<file path="src/rtl/mem_arbiter.sv">
// Two-port memory arbiter: instruction and data requesters share one memory port.
// At most one transaction is in flight; the response is routed back to the port that was granted.
module mem_arbiter #(
    parameter int unsigned RR_EN = 1
) (
    input  logic        clk,
    input  logic        res,

    input  logic        instr_req,
    input  logic [31:0] instr_adr,
    output logic        instr_gnt,
    output logic        instr_rvalid,
    output logic [31:0] instr_read,

    input  logic        data_req,
    input  logic [31:0] data_adr,
    input  logic        data_we,
    input  logic [3:0]  data_be,
    input  logic [31:0] data_wdata,
    output logic        data_gnt,
    output logic        data_rvalid,
    output logic [31:0] data_read,

    output logic        mem_req,
    output logic [31:0] mem_adr,
    output logic        mem_we,
    output logic [3:0]  mem_be,
    output logic [31:0] mem_wdata,
    input  logic        mem_gnt,
    input  logic        mem_rvalid,
    input  logic [31:0] mem_read
);

    typedef enum logic [0:0] {StIdle, StWait} state_e;

    state_e state_q, state_d;
    // Side encodings below: 1 = data port, 0 = instruction port.
    logic   owner_q, owner_d;
    logic   last_q, last_d;
    logic   lock_q, lock_d;
    logic   lock_side_q, lock_side_d;
    logic   pick;

    always_comb begin
        // A winner left waiting for mem_gnt keeps the bus while it still requests.
        if (lock_q && (lock_side_q ? data_req : instr_req)) begin
            pick = lock_side_q;
        end else if (instr_req && data_req) begin
            pick = (RR_EN != 0) ? ~last_q : 1'b1;
        end else begin
            pick = data_req;
        end
    end

    always_comb begin
        state_d      = state_q;
        owner_d      = owner_q;
        last_d       = last_q;
        lock_d       = lock_q;
        lock_side_d  = lock_side_q;
        instr_gnt    = 1'b0;
        instr_rvalid = 1'b0;
        instr_read   = '0;
        data_gnt     = 1'b0;
        data_rvalid  = 1'b0;
        data_read    = '0;
        mem_req      = 1'b0;
        mem_adr      = '0;
        mem_we       = 1'b0;
        mem_be       = '0;
        mem_wdata    = '0;

        case (state_q)
            StIdle: begin
                if (instr_req || data_req) begin
                    mem_req = 1'b1;
                    if (pick) begin
                        mem_adr   = data_adr;
                        mem_we    = data_we;
                        mem_be    = data_be;
                        mem_wdata = data_wdata;
                        data_gnt  = mem_gnt;
                    end else begin
                        mem_adr   = instr_adr;
                        mem_be    = 4'hF;
                        instr_gnt = mem_gnt;
                    end
                    if (mem_gnt) begin
                        state_d = StWait;
                        owner_d = pick;
                        last_d  = pick;
                        lock_d  = 1'b0;
                    end else begin
                        lock_d      = 1'b1;
                        lock_side_d = pick;
                    end
                end
            end
            StWait: begin
                if (mem_rvalid) begin
                    if (owner_q) begin
                        data_rvalid = 1'b1;
                        data_read   = mem_read;
                    end else begin
                        instr_rvalid = 1'b1;
                        instr_read   = mem_read;
                    end
                    state_d = StIdle;
                end
            end
            default: state_d = StIdle;
        endcase
    end

    always_ff @(posedge clk) begin
        if (res) begin
            state_q     <= StIdle;
            owner_q     <= 1'b0;
            last_q      <= 1'b1;
            lock_q      <= 1'b0;
            lock_side_q <= 1'b0;
        end else begin
            state_q     <= state_d;
            owner_q     <= owner_d;
            last_q      <= last_d;
            lock_q      <= lock_d;
            lock_side_q <= lock_side_d;
        end
    end

endmodule

</file>
<file path="config.mk">
export PLATFORM = sky130hd
export DESIGN_NAME = mem_arbiter
export DESIGN_NICKNAME = d
export VERILOG_FILES = /design/src/rtl/mem_arbiter.sv
export SDC_FILE = /design/constraint.sdc
export NUM_CORES = 1
export LEC_CHECK = 0
export CAP_MARGIN = 20
export CELL_PAD_IN_SITES_DETAIL_PLACEMENT = 1
export CELL_PAD_IN_SITES_GLOBAL_PLACEMENT = 2
export CORE_UTILIZATION = 10
export CTS_CLUSTER_DIAMETER = 80
export DETAILED_ROUTE_END_ITERATION = 12
export GPL_TIMING_DRIVEN = 0
export PLACE_DENSITY = 0.95
export SLEW_MARGIN = 20
export SYNTH_ARGS = -nofsm -noshare
export SYNTH_HDL_FRONTEND = slang
export SYNTH_SLANG_ARGS = --single-unit
</file>
<file path="constraint.sdc">
create_clock -name clk -period 4.8 [get_ports clk]
set_clock_uncertainty 0.05 [all_clocks]
set_input_delay 0.96 -clock clk [delete_from_list [all_inputs] [get_ports clk]]
set_output_delay 0.96 -clock clk [all_outputs]
set_load 0.03 [all_outputs]
</file>
==> results by group, run 1 <==
Worst setup path
  – Worst Path Required: 3.79 ns
  – Crit path DAT: around 3.4 ns
  – CP startpoint kind: input port
  – CP Cell Sequence: clkdlybuf4s50_1, buf_2, clkbuf_1, o311ai_0, a21oi_1, clkdlybuf4s50_1
  – Endpoint type of the worst setup path: output pin
  – Max FO, Critical Path: 10
  – Cell mode on critical path: clkdlybuf4s50_1
  – Slowest CP cell: clkdlybuf4s50_1
  – Critical Path Max Stage Delay: 0.70 ns
  – Critical Setup Path Class: input port to output pin

Final layout
  – Nets: 697
  – Fillers: 2145
  – Layout cells sized above 1: 2.334%
  – P&R area growth vs syn: 170.0%
  – Sequential Area: 100.1 um^2
  – Diode count: 0
  – Commonest non-fill, non-tap cell in the layout: clkdlybuf4s50_1
  – Most frequent cells in the layout: 275 x clkdlybuf4s50_1, 98 x and2_1, 59 x o311ai_0
  – Area of the multi-input gates: 1529 um^2

Global routing
  – Antenna violations before repair: 0
  – Largest net degree at the start of global routing: 11
  – Vias in the first global route: 3390
  – GR Util All Layers: 12.86%
  – First-pass GRT wire length: 18.46 mm
  – Overflow after GRT: 0

Route
  – DRT iter0 DRCs: 53
  – Post-DR wirelength/cell: 16.72 um
  – Total number of vias: 3299
  – DRC viols: 0
  – Routed WL: approximately 13 mm
  – Pre-Repair DR Iteration Count: 4
  – Via-to-Cell Ratio: 4.197
  – Post-DRT Antenna Nets: 0

Clock tree
  – Clk buf depth: 2
  – Setup bufs post-CTS: 0
  – Clk Latency, worst-skew pair: 0.23 ns
  – H-tree depth: 1
  – CTS tree: done
  – CTS sink cnt: 5
  – CTS buffer count: 3
  – Post-CTS resize count: 0
  – Clk root buf: clkbuf_16
  – Clock transition at path regs: roughly 0.03 ns
  – CTS Hold Buffers Added: 0

Timing
  – Setup TNS: 0 ns
  – Least-Margin Pin Slew: 0.6622 ns
  – Worst Slack Setup Final: 0.4012 ns
  – Fin crit share: 91.64%
  – FMAX: 227.3 MHz
  – Min Tclk post-route: 4.399 ns
  – RSZ-0062 raised after global routing: false
  – Max-slew headroom: 55.48%
  – Final Hold Vio Count: 0
  – Fin. max-slew vios: 0
  – Endpoints failing setup: 0

Placement
  – Detailed Place HPWL: 10.89 mm
  – PortBufs: 275
  – Post-Place Worst Slack: 0.3514 ns
  – Placer Congestion: 0.7706

Die
  – Die area: 18890 um^2
  – Initial Util: 10.21%
  – FP Rows: 49
  – Die width: 137.4 um
  – Vert. Die Dim: 137.4 um
  – Io pins: 277
  – Floorplan core area: 17960 um^2

Yosys
  – Register area share after synthesis: 5.457%
  – FF+latch count, synth: 5
  – Yosys cell types: 25
  – Mapped cell area: 1834 um^2
  – Syn. warnings: 0
  – Post-Synthesis Cells: 278
  – Post-Synthesis Net Count: 417
  – Syn_area_per_cell: 6.598 um^2

Hold path
  – Worst hold-check path type: register to register

Pwr
  – Pwr dens: around 140 nW/um^2
  – VDD IR max: 0.00007130 V
  – Lkg Pwr: roughly 1.7 nW

Status
  – Status: finished, final reports clean

Flow run
  – Max cap viols: 0
-- sequential cells by signal, summed over array words and instances, names as in the netlist --
register	count
last_q	1
lock_q	1
lock_side_q	1
state_q	1
owner_q	1
-- cell type report --
type / count / area share, %
tap: 229 / 5.786
clock buffer: 4 / 1.592
buffer: 40 / 3.689
multi-input combinational: 227 / 30.87
timing repair buffer: 275 / 55.58
sequential: 5 / 2.021
inverter: 6 / 0.4548
-- metrics by stage --
stage | std cells | utilization, % | total power, W | instance area [um^2] | hold slack, ns
after floorplan | 278 | - | 0.0002820 | 1834 | 0.4088
after global placement | 782 | 27.13 | 0.0005548 | 4873 | 0.4356
after detailed placement | 782 | 27.13 | 0.0005591 | 4873 | 0.4471
after CTS | 786 | 27.57 | 0.0006997 | 4952 | 0.4514
after global routing | 786 | 27.57 | 0.0007314 | 4952 | 0.4969
final | 786 | 27.57 | 0.0006934 | 4952 | 0.4476
-- final timing paths --
kind | start | to | slack, ns | depth (start not counted)
hold / removal | lock_side_q | lock_side_q | 0.45 | 2
setup reg to reg | lock_q | last_q | 3.18 | 4
setup / recovery | data_req | mem_adr[28] | 0.40 | 6
hold reg to reg | lock_side_q | lock_side_q | 0.45 | 2
-- worst max-delay path, delay by kind of cell --
family                 cells  cell delay, ns
AOI/OAI and AO/OA          2            0.46
buffers and inverters      4            1.96
-- cell families after synthesis --
family          count (synthesis)  share of synthesized area (%)
simple gates                  113                          37.25
buf+inv                        46                          11.19
flops                           5                          5.457
compound gates                114                          46.11
-- where the power goes --
part	internal, W	switching [W]	total (W)
sequential	0.0000451	0.00000305	0.0000481
combinational	0.000242	0.000266	0.000508
clock	0.000110	0.0000273	0.000137
total	0.000397	0.000296	0.000693
-- cell usage after synthesis (all sizes together) --
library cell  count  area [um^2]
nor2              4        15.01
and2b             1        7.510
dfxtp             5        100.1
o21ai             4        20.02
o2bb2ai           1        8.760
o31ai             2        15.01
a21oi            39        195.2
and3              1        6.260
o211ai            1        7.510
and2             98        613.1
o311ai           64        560.5
nor2b             1        6.260
buf              11        73.82
nand2             6        22.52
o21bai            1        7.510
nor4              1        6.260
nand2b            1        6.260
o311a             1        21.27
inv               6        22.52
clkbuf           29        108.9
a32o              1        10.01
-- layer usage --
layer,up-vias,part of all wire [%],GRT usage [%]
li1,1609,-,-
met1,1517,41,15.19
met2,164,49,23.26
met3,9,9.0,3.458
met4,0,0.95,2.137
met5,-,0,0
(Power assumes the default switching activity.)
==> run 2, diff against run 1 <==
ABC_CLOCK_PERIOD_IN_PS = 4800   (was unset)
==> results of run 2 <==
Final layout, timing and power as in run 1 (identical DEF).
